`src/rtl/rom_prgmr_arbiter.sv`:
```
`timescale 1ns/1ps
// -----------------------------------------------------------------------------
// rom_prgmr_arbiter
//
// Sequences a game-ROM load from the SoC ROM-programmer PIO into the on-chip
// PRG and CHR ROMs. Each memory is single-ported and shared with NES reads
// (CPU on PRG, PPU on CHR). NES reads always win. Programmer writes are
// buffered in a small FIFO and drained in order. The NES is held in reset for
// the whole load. It is released a fixed time after the programmer goes quiet.
//
// Optional feature macro: ROM_ARB_CHECKSUM_EN
//   defined   -> prg_sum / chr_sum hold a mod-256 sum of the committed bytes
//   undefined -> no checksum logic; prg_sum / chr_sum are tied to 0
//
// Ports
//   Clk, Reset        MCLK-domain clock, synchronous active-high reset
//   prgmr_addr/data   programmer address and data byte
//   prgmr_prg_wren    PIO level; a rising edge requests one PRG write
//   prgmr_chr_wren    PIO level; a rising edge requests one CHR write
//   nes_prg_rd/addr   CPU read request and address (PRG)
//   nes_chr_rd/addr   PPU read request and address (CHR)
//   prg_mem_*         PRG memory address/data/write-enable (combinational mux)
//   chr_mem_*         CHR memory address/data/write-enable (combinational mux)
//   nes_reset         NES CPU/PPU reset, high during the load and hold
//   loading           high from the first accepted write until release
//   wr_count          writes committed in this load, saturating at 16'hFFFF
//   err_sticky        [0] FIFO overflow, [1] simultaneous PRG/CHR edge
//   prg_sum/chr_sum   checksums (see macro above)
//
// Release timing: if the last busy cycle (a push, or a non-empty FIFO, which
// includes the cycle of the last commit) is T, nes_reset is first seen low in
// cycle T + 1 + QUIET_CYCLES + RESET_HOLD.
// -----------------------------------------------------------------------------
module rom_prgmr_arbiter #(
    parameter int FIFO_DEPTH   = 4,
    parameter int QUIET_CYCLES = 1024,
    parameter int RESET_HOLD   = 16
) (
    input  logic        Clk,
    input  logic        Reset,
    input  logic [15:0] prgmr_addr,
    input  logic [7:0]  prgmr_data,
    input  logic        prgmr_prg_wren,
    input  logic        prgmr_chr_wren,
    input  logic        nes_prg_rd,
    input  logic [15:0] nes_prg_addr,
    input  logic        nes_chr_rd,
    input  logic [15:0] nes_chr_addr,
    output logic [15:0] prg_mem_addr,
    output logic [7:0]  prg_mem_data,
    output logic        prg_mem_wren,
    output logic [15:0] chr_mem_addr,
    output logic [7:0]  chr_mem_data,
    output logic        chr_mem_wren,
    output logic        nes_reset,
    output logic        loading,
    output logic [15:0] wr_count,
    output logic [1:0]  err_sticky,
    output logic [7:0]  prg_sum,
    output logic [7:0]  chr_sum
);

    localparam int AW = $clog2(FIFO_DEPTH);
    localparam int QW = $clog2(QUIET_CYCLES + 1);
    localparam int HW = $clog2(RESET_HOLD + 1);
    localparam int QL = QUIET_CYCLES - 1;
    localparam int HL = RESET_HOLD - 1;
    localparam logic [AW:0]   FIFO_FULL  = FIFO_DEPTH[AW:0];
    localparam logic [QW-1:0] QUIET_LAST = QL[QW-1:0];
    localparam logic [HW-1:0] HOLD_LAST  = HL[HW-1:0];

    typedef enum logic [1:0] {
        ST_IDLE = 2'd0,
        ST_LOAD = 2'd1,
        ST_HOLD = 2'd2
    } state_t;

    // FIFO entry: [24] target (1 = CHR), [23:8] address, [7:0] data
    logic [24:0]   r_fifo [FIFO_DEPTH];
    logic [AW-1:0] r_wr_ptr;
    logic [AW-1:0] r_rd_ptr;
    logic [AW:0]   r_count;

    logic          r_prg_prev;
    logic          r_chr_prev;
    state_t        r_state;
    state_t        w_state_next;
    logic [QW-1:0] r_quiet_cnt;
    logic [HW-1:0] r_hold_cnt;
    logic          r_nes_reset;
    logic          r_loading;
    logic [15:0]   r_wr_count;
    logic [1:0]    r_err_sticky;

    logic          w_prg_edge;
    logic          w_chr_edge;
    logic          w_push;
    logic          w_dual;
    logic [24:0]   w_entry;
    logic          w_empty;
    logic          w_full;
    logic [24:0]   w_head;
    logic          w_head_chr;
    logic          w_pop;
    logic          w_accept;
    logic          w_overflow;
    logic          w_start;

    // A PRG edge has priority; the CHR half of a simultaneous pair is dropped.
    assign w_prg_edge = prgmr_prg_wren & ~r_prg_prev;
    assign w_chr_edge = prgmr_chr_wren & ~r_chr_prev;
    assign w_push     = w_prg_edge | w_chr_edge;
    assign w_dual     = w_prg_edge & w_chr_edge;
    assign w_entry    = {~w_prg_edge, prgmr_addr, prgmr_data};

    assign w_empty    = (r_count == {(AW+1){1'b0}});
    assign w_full     = (r_count == FIFO_FULL);
    assign w_head     = r_fifo[r_rd_ptr];
    assign w_head_chr = w_head[24];

    // The head commits only when its own memory is free of an NES read.
    assign w_pop      = ~Reset & ~w_empty & (w_head_chr ? ~nes_chr_rd : ~nes_prg_rd);
    // A full FIFO still takes a push when the head leaves in the same cycle.
    assign w_accept   = w_push & (~w_full | w_pop);
    assign w_overflow = w_push & w_full & ~w_pop;
    assign w_start    = (r_state == ST_IDLE) & w_push;

    // Previous wren levels for rising-edge detection
    always_ff @(posedge Clk) begin
        if (Reset) begin
            r_prg_prev <= 1'b0;
            r_chr_prev <= 1'b0;
        end else begin
            r_prg_prev <= prgmr_prg_wren;
            r_chr_prev <= prgmr_chr_wren;
        end
    end

    // FIFO storage (data path only; validity is tracked by r_count)
    always_ff @(posedge Clk) begin
        if (w_accept) begin
            r_fifo[r_wr_ptr] <= w_entry;
        end
    end

    // FIFO pointers and occupancy
    always_ff @(posedge Clk) begin
        if (Reset) begin
            r_wr_ptr <= {AW{1'b0}};
            r_rd_ptr <= {AW{1'b0}};
            r_count  <= {(AW+1){1'b0}};
        end else begin
            if (w_accept) begin
                r_wr_ptr <= r_wr_ptr + {{(AW-1){1'b0}}, 1'b1};
            end
            if (w_pop) begin
                r_rd_ptr <= r_rd_ptr + {{(AW-1){1'b0}}, 1'b1};
            end
            case ({w_accept, w_pop})
                2'b10:   r_count <= r_count + {{AW{1'b0}}, 1'b1};
                2'b01:   r_count <= r_count - {{AW{1'b0}}, 1'b1};
                default: r_count <= r_count;
            endcase
        end
    end

    // Load sequencer state register
    always_ff @(posedge Clk) begin
        if (Reset) begin
            r_state <= ST_IDLE;
        end else begin
            r_state <= w_state_next;
        end
    end

    // Load sequencer next-state logic
    always_comb begin
        w_state_next = r_state;
        case (r_state)
            ST_IDLE: begin
                if (w_push) begin
                    w_state_next = ST_LOAD;
                end else begin
                    w_state_next = ST_IDLE;
                end
            end
            ST_LOAD: begin
                if (w_push || !w_empty) begin
                    w_state_next = ST_LOAD;
                end else if (r_quiet_cnt == QUIET_LAST) begin
                    w_state_next = ST_HOLD;
                end else begin
                    w_state_next = ST_LOAD;
                end
            end
            ST_HOLD: begin
                if (w_push) begin
                    w_state_next = ST_LOAD;
                end else if (r_hold_cnt == HOLD_LAST) begin
                    w_state_next = ST_IDLE;
                end else begin
                    w_state_next = ST_HOLD;
                end
            end
            default: begin
                w_state_next = ST_IDLE;
            end
        endcase
    end

    // Quiet and hold counters. Each counts only in its own state and restarts on
    // activity. Quiet reaching QUIET_CYCLES coincides with the move to HOLD.
    always_ff @(posedge Clk) begin
        if (Reset) begin
            r_quiet_cnt <= {QW{1'b0}};
            r_hold_cnt  <= {HW{1'b0}};
        end else begin
            if (r_state == ST_LOAD && !w_push && w_empty) begin
                r_quiet_cnt <= r_quiet_cnt + {{(QW-1){1'b0}}, 1'b1};
            end else begin
                r_quiet_cnt <= {QW{1'b0}};
            end
            if (r_state == ST_HOLD && !w_push) begin
                r_hold_cnt <= r_hold_cnt + {{(HW-1){1'b0}}, 1'b1};
            end else begin
                r_hold_cnt <= {HW{1'b0}};
            end
        end
    end

    // Registered status outputs, write counter and sticky errors
    always_ff @(posedge Clk) begin
        if (Reset) begin
            r_nes_reset  <= 1'b0;
            r_loading    <= 1'b0;
            r_wr_count   <= 16'h0000;
            r_err_sticky <= 2'b00;
        end else begin
            r_nes_reset  <= (w_state_next != ST_IDLE);
            r_loading    <= (w_state_next != ST_IDLE);
            r_err_sticky <= r_err_sticky | {w_dual, w_overflow};
            if (w_start) begin
                r_wr_count <= {15'h0000, w_pop};
            end else if (w_pop && r_wr_count != 16'hFFFF) begin
                r_wr_count <= r_wr_count + 16'h0001;
            end
        end
    end

`ifdef ROM_ARB_CHECKSUM_EN
    logic [7:0] r_prg_sum;
    logic [7:0] r_chr_sum;

    // Running mod-256 sums of committed bytes, restarted with each new load
    always_ff @(posedge Clk) begin
        if (Reset) begin
            r_prg_sum <= 8'h00;
            r_chr_sum <= 8'h00;
        end else if (w_start) begin
            r_prg_sum <= 8'h00;
            r_chr_sum <= 8'h00;
        end else if (w_pop) begin
            if (w_head_chr) begin
                r_chr_sum <= r_chr_sum + w_head[7:0];
            end else begin
                r_prg_sum <= r_prg_sum + w_head[7:0];
            end
        end
    end

    assign prg_sum = r_prg_sum;
    assign chr_sum = r_chr_sum;
`else
    assign prg_sum = 8'h00;
    assign chr_sum = 8'h00;
`endif

    // Memory port mux. A commit implies the matching NES read is idle, so the
    // NES address is presented whenever the head is not writing this memory.
    always_comb begin
        prg_mem_addr = nes_prg_addr;
        prg_mem_data = 8'h00;
        prg_mem_wren = 1'b0;
        chr_mem_addr = nes_chr_addr;
        chr_mem_data = 8'h00;
        chr_mem_wren = 1'b0;
        if (Reset) begin
            prg_mem_addr = 16'h0000;
            chr_mem_addr = 16'h0000;
        end else if (w_pop && !w_head_chr) begin
            prg_mem_addr = w_head[23:8];
            prg_mem_data = w_head[7:0];
            prg_mem_wren = 1'b1;
        end else if (w_pop && w_head_chr) begin
            chr_mem_addr = w_head[23:8];
            chr_mem_data = w_head[7:0];
            chr_mem_wren = 1'b1;
        end else begin
            prg_mem_wren = 1'b0;
            chr_mem_wren = 1'b0;
        end
    end

    assign nes_reset  = r_nes_reset;
    assign loading    = r_loading;
    assign wr_count   = r_wr_count;
    assign err_sticky = r_err_sticky;

endmodule

```
`config.mk`:
```
export PLATFORM = sky130hd
export DESIGN_NAME = rom_prgmr_arbiter
export DESIGN_NICKNAME = d
export VERILOG_FILES = /design/src/rtl/rom_prgmr_arbiter.sv
export SDC_FILE = /design/constraint.sdc
export NUM_CORES = 1
export LEC_CHECK = 0
export CORE_ASPECT_RATIO = 1.75
export CORE_MARGIN = 2
export CORE_UTILIZATION = 52
export CTS_BUF_LIST = sky130_fd_sc_hd__clkbuf_4 sky130_fd_sc_hd__clkbuf_8
export DETAILED_ROUTE_END_ITERATION = 7
export PLACE_DENSITY = 0.82
export SYNTH_ARGS = -nofsm -noshare
export SYNTH_HDL_FRONTEND = slang
export SYNTH_SLANG_ARGS = --single-unit
```
`constraint.sdc`:
```
create_clock -name Clk -period 3.45 [get_ports Clk]
set_clock_uncertainty 0.2 [all_clocks]
set_input_delay 0.69 -clock Clk [delete_from_list [all_inputs] [get_ports Clk]]
set_output_delay 0.69 -clock Clk [all_outputs]
set_load 0.005 [all_outputs]
```
==> flow_metrics.tcl <==
set metrics [dict create \
    rows 54 \
    cts-hold-fix-buffers 0 \
    drt-initial-drc-count 196 \
    crit_type "flop to output port" \
    worstSetupEndpointType "output port" \
    grt_max_degree 34 \
    fin_ws_ns 0.0973 \
    cp-start-kind "flop" \
    synth_warnings 0 \
    track_usage 0.236 \
    leakage_nw 3.27 \
    drive_gt1_frac 0.170 \
    period_needed_ns 3.35 \
    cts_sinks 148 \
    hpwl_mm 10.6 \
    nNetsFinal 756 \
    cts.clk_slew.worst_paths_ns 0.09 \
    yosys.area.top_type_share 0.457 \
    crit_fanout 15 \
    fillers 839 \
    post_drt_wl_per_cell_um 17.4 \
    syn_inst 538 \
    status "finished, final reports clean" \
    vdd_drop_max_uv 339 \
    insertion_delay_ns 0.44 \
    tritoncts "built" \
    drtAntennaViolNets 0 \
    drt-total-wl_mm 15.1 \
    tightest_slew_ns 0.590 \
    cp.arrival_ns 2.46 \
    synth_area_um2 6570 \
    antenna_found_initial 0 \
    viasPerCell 5.44 \
    fmax_mhz 298 \
    critical_path_required_ns 2.56 \
    cts_root_buf "clkbuf_8" \
    syn_area_per_cell_um2 12.2 \
    firstDrtPassIters 5 \
    dieArea_um2 13600 \
    netlist_top_cells_area "edfxtp_1 (46%), dfxtp_1 (15%), mux4_2 (8.6%)" \
    drc 0 \
    rsz0062_at_grt "true" \
    seq_area_frac_synth 0.604 \
    setup-violations-final 0 \
    dp_slack_ns -0.189 \
    yosysMostFrequentCell "edfxtp_1" \
    core_area_um2 12400 \
    io_buffers 131 \
    die_h_um 153 \
    synth_area_leader_cell "edfxtp_1" \
    vias 4707 \
    slew_headroom 0.605 \
    dp_cells 828 \
    reg2reg_depth 8 \
    gp_congestion 0.801 \
    grt-ovfl-total 0 \
    ios 148 \
    synth_cell_types 50 \
    holdWs_ns 0.268 \
    hold_class "flop to flop" \
    start_util 0.531 \
    synth_edf_count 100 \
    drv_cap 0 \
    grt_pass1_wl_mm 24.3 \
    utilization 0.695 \
    power_density_nw_per_um2 478 \
    ys_ff_latch 148 \
    synth_common_cells "edfxtp_1 (100), nand2_1 (81), dfxtp_1 (48), a21oi_1 (43), nor2_1 (40)" \
    layout-area-overhead-vs-synth_pct 30.9 \
    h-tree-depth 4 \
    grt_pass1_vias 4947 \
    min_path_cells 1 \
    die_x_um 88.9 \
    cts_buffers 17 \
    stdcell_count 866 \
    hold_viol 0 \
    clock_tree.buffer_depth 2 \
    fin_crit_sh 0.972 \
    synth_ff_type "edfxtp_1" \
    diodes 0 \
    ys_async_sr_fraction 0 \
    drv_slew 0 \
]
-- path summary, 6_finish.rpt --
kind            startpoint              end  slack, ns
max reg2reg           flop       r_count[2]       0.59
max                   flop  prg_mem_addr[9]        0.1
min          r_hold_cnt[0]    r_hold_cnt[0]       0.27
min reg2reg  r_hold_cnt[0]    r_hold_cnt[0]       0.27
-- routing by layer --
layer,GRT usage,part of all wire,up-vias
li1,-,-,2218
met1,0.259,0.36,2306
met2,0.424,0.57,166
met3,0.0590,0.053,17
met4,0.0888,0.019,0
met5,0,0,-
-- through the flow --
step           area (um2)  power, mW  TNS (ns)
6_report             8590       4.11         0
5_1_grt              8590       4.29         0
4_1_cts              8570       4.14    -0.110
3_5_place_dp         8140       2.86     -1.95
3_3_place_gp         8140       2.82     -1.60
2_1_floorplan        6620       2.51         0
-- final cells by class --
class	instances	area, um2	share of cell area
Tap cell	168	210	0.0245
Clock inverter	15	156	0.0182
Inverter	15	61.3	0.00714
Sequential cell	148	3970	0.461
Clock buffer	17	234	0.0272
Multi-Input combinational cell	347	2410	0.281
Timing Repair Buffer	156	1550	0.181
-- critical path, stage by stage (launching register included) --
cell	delay (ns)
dfxtp_2	0.35
mux4_2	0.53
or4_4	0.48
buf_12	0.16
buf_12	0.14
nand2_1	0.09
a21oi_2	0.06
clkdlybuf4s15_2	0.21
-- power by group --
part / total, mW / leakage (nW) / switching, mW / internal (mW)
Sequential: 2.08 / 1.31 / 0.0504 / 2.03
Combinational: 0.744 / 1.76 / 0.377 / 0.366
Clock: 1.28 / 0.201 / 0.737 / 0.548
-- cells in the final DEF (no fill, tap or decap), types with 5 or more instances in the layout --
| cell | Yosys | final |
|---|---|---|
| clkbuf_2 | 0 | 15 |
| xor2_1 | 6 | 6 |
| nor2_1 | 40 | 40 |
| nand2_1 | 81 | 81 |
| buf_4 | 18 | 10 |
| and2_1 | 24 | 24 |
| nor2b_1 | 5 | 5 |
| ha_1 | 8 | 8 |
| or4_1 | 11 | 10 |
| nand2b_1 | 8 | 8 |
| dlymetal6s2s_1 | 0 | 10 |
| inv_6 | 0 | 5 |
| buf_12 | 0 | 9 |
| o211ai_1 | 5 | 5 |
| inv_1 | 13 | 13 |
| dfxtp_1 | 48 | 47 |
| dlygate4sd2_1 | 0 | 19 |
| o31ai_1 | 5 | 5 |
| a21oi_1 | 43 | 34 |
| inv_8 | 0 | 6 |
| and3_1 | 5 | 5 |
| clkbuf_8 | 0 | 17 |
| clkdlybuf4s50_1 | 0 | 82 |
| mux4_2 | 25 | 25 |
| conb_1 | 1 | 16 |
| edfxtp_1 | 100 | 100 |
| mux2i_1 | 5 | 5 |
| a21oi_2 | 0 | 9 |
| nand3_1 | 15 | 15 |
| xnor2_1 | 8 | 8 |
-- logic make-up (layout without fill, tap and decap cells) --
logic type,Yosys count,after routing,share of synthesized area
AO/OA/AOI/OAI,68,68,0.0633
XOR/XNOR,14,14,0.0187
adder cells (fa/ha/maj),9,9,0.0183
buffers and inverters,58,203,0.0440
flip-flops,148,148,0.604
multiplexers,33,33,0.100
other,1,16,0.000571
AND/OR/NAND/NOR,207,207,0.151
-- registers in the layout, summed over array words and instances (netlist names), 3 cells and up, named ones only --
register / count
r_hold_cnt: 5
r_quiet_cnt: 11
wr_count: 16
r_fifo: 100
r_count: 3
-- repair_timing --
action                     CTS  global route
pin swaps                    0             1
buffers inserted             4             3
setup endpoints to repair   35            29
gates resized for setup     55            57
(Power assumes the default switching activity.)
==> RTL change, RTL diff (same flow settings) <==
Change the parameter `QUIET_CYCLES` from 1024 to 2048.
--- a/src/rtl/rom_prgmr_arbiter.sv
+++ b/src/rtl/rom_prgmr_arbiter.sv
@@ -34,5 +34,5 @@
 module rom_prgmr_arbiter #(
     parameter int FIFO_DEPTH   = 4,
-    parameter int QUIET_CYCLES = 1024,
+    parameter int QUIET_CYCLES = 2048,
     parameter int RESET_HOLD   = 16
 ) (
Function: same outputs for any inputs over 4 cycles, from zero or initial values and one cycle with Reset high; that may be too few to reach the edited logic, so the function may still have changed.
==> RTL change against the original RTL <==
  * Cell area is 0.57% higher
  * Critical endpoint is now chr_mem_addr[13]
  * Sequential power is essentially flat
  * Setup slack worse by 0.047 ns
  * Critical path type unchanged
  * Routed wire length grew 6.5%
  * Area after synthesis up 0.53%
  * Power rose by 0.75%
  * Sequential cell count increased by 1
  * Combinational power increased by 3.9%
  * Via count up 3.5%
  * Die area increased by 0.52%
==> RTL change: results (changes against the original RTL) <==
Global route
  • GRT Total Usage: 0.2412 (was 0.2357)
  • Largest net degree at the start of global routing: 56 (was 34)
  • Vias in the first global route: 4865 (was 4947)
  • First-pass GRT wire length: 24.45 mm (was 24.31 mm)

Power
  • Sequential power share: 0.503 (was 0.507)
  • P per Cell Area: 479.3 mW/mm² (was 478.5 mW/mm²)
  • Maximum vdd drop: 0.3958 mV (was 0.3389 mV)
  • Leakage: 3.315 nW (was 3.273 nW)
  • Combinational power: 773 µW (was 744 µW)
  • Sw power: 1.190 mW (was 1.165 mW)

Synth
  • Synth Area in Compound Gates: 0.06673 (was 0.06327)
  • Synth Area in XOR/XNOR: 0.02389 (was 0.01868)
  • Synth top cells by count: edfxtp_1, nand2_1, dfxtp_1 (unchanged)
  • Sequential-to-total area share from yosys stat: 0.6036 (was 0.6038)
  • Synth unique cells: 45 (was 50)
  • Mux cell area share after synthesis: 0.09687 (was 0.1002)
  • Top cells by area, synth: edfxtp_1, dfxtp_1, mux4_2, nand2_1, a21oi_1 (unchanged)
  • Post-Synth Adder-Cell Area: 0.01820 (was 0.01830)

Worst setup path
  • Crit path capture type: output port (unchanged)
  • WP data arrival: 2.51 ns (was 2.46 ns)
  • Reg-to-reg setup timing slack: 0.26 ns (was 0.59 ns)
  • CP peak stage delay: 0.55 ns (was 0.53 ns)
  • Family with the most delay on the worst path: buffers and inverters (was simple AND/OR/NAND/NOR gates)
  • CP Max Fanout: 4 (was 15)
  • CP endpoint: chr_mem_addr[13] (was prg_mem_addr[9])
  • RR Endpoint: r_count[1] (was r_count[2])

Timing
  • PnR worst setup slack: 0.05048 ns (was 0.09727 ns)
  • Hold slack: 0.2563 ns (was 0.2678 ns)
  • Relative slew slack: 0.4197 (was 0.6053)

Clock tree
  • Post-cts repair resize count: 42 (was 55)
  • Clock latency on the worst-skew pair: 0.46 ns (was 0.44 ns)
  • Postcts setup bufs: 2 (was 4)

Place
  • Placement Setup Slack: -0.02397 ns (was -0.1886 ns)
  • GPL Wtd Cong: 0.8119 (was 0.8008)
  • Final HPWL DP: 10.78 mm (was 10.62 mm)

Outcome
  • Status: completed (unchanged)

Layout
  • Total Nets Final: 767 (was 756)
  • Post-Layout Cell Count: 877 (was 866)

Min path
  • Hold Path Depth: 1 (unchanged)
  • Hold path endpoint: r_hold_cnt[0] (unchanged)

Drt
  • Initial DRT Pass Iterations: 6 (was 5)
  • First-iteration detailed-routing DRC count: 253 (was 196)
RTL change: cell types whose count changed after synthesis, moves of 3 or more:
cell,change
a2111oi_0,+3
a21oi_1,+5
and2_1,-4
nand2_1,-4
nand2b_1,-3
nand3_1,+4
nor2_1,+7
o211ai_1,-5
o21ai_0,+10
o31ai_1,-5
or3_1,+10
or4_1,-11
xnor2_1,+3
RTL change: cell type report:
type                    count  area (µm²)
clock buffers              17       234.0
clock inverters            15       152.6
fillers                   906        3791
inverters                  12       50.05
multi-input cells         361        2395
flip-flops and latches    149        3985
well taps                 168       210.2
repair buffers            155        1614
RTL change: layer usage:
layer	share of wire	GRT usage	vias up
met3	0.052	0.04860	24
met5	0	0	-
met2	0.57	0.4406	200
met1	0.36	0.2698	2393
met4	0.019	0.08173	0
li1	-	-	2255
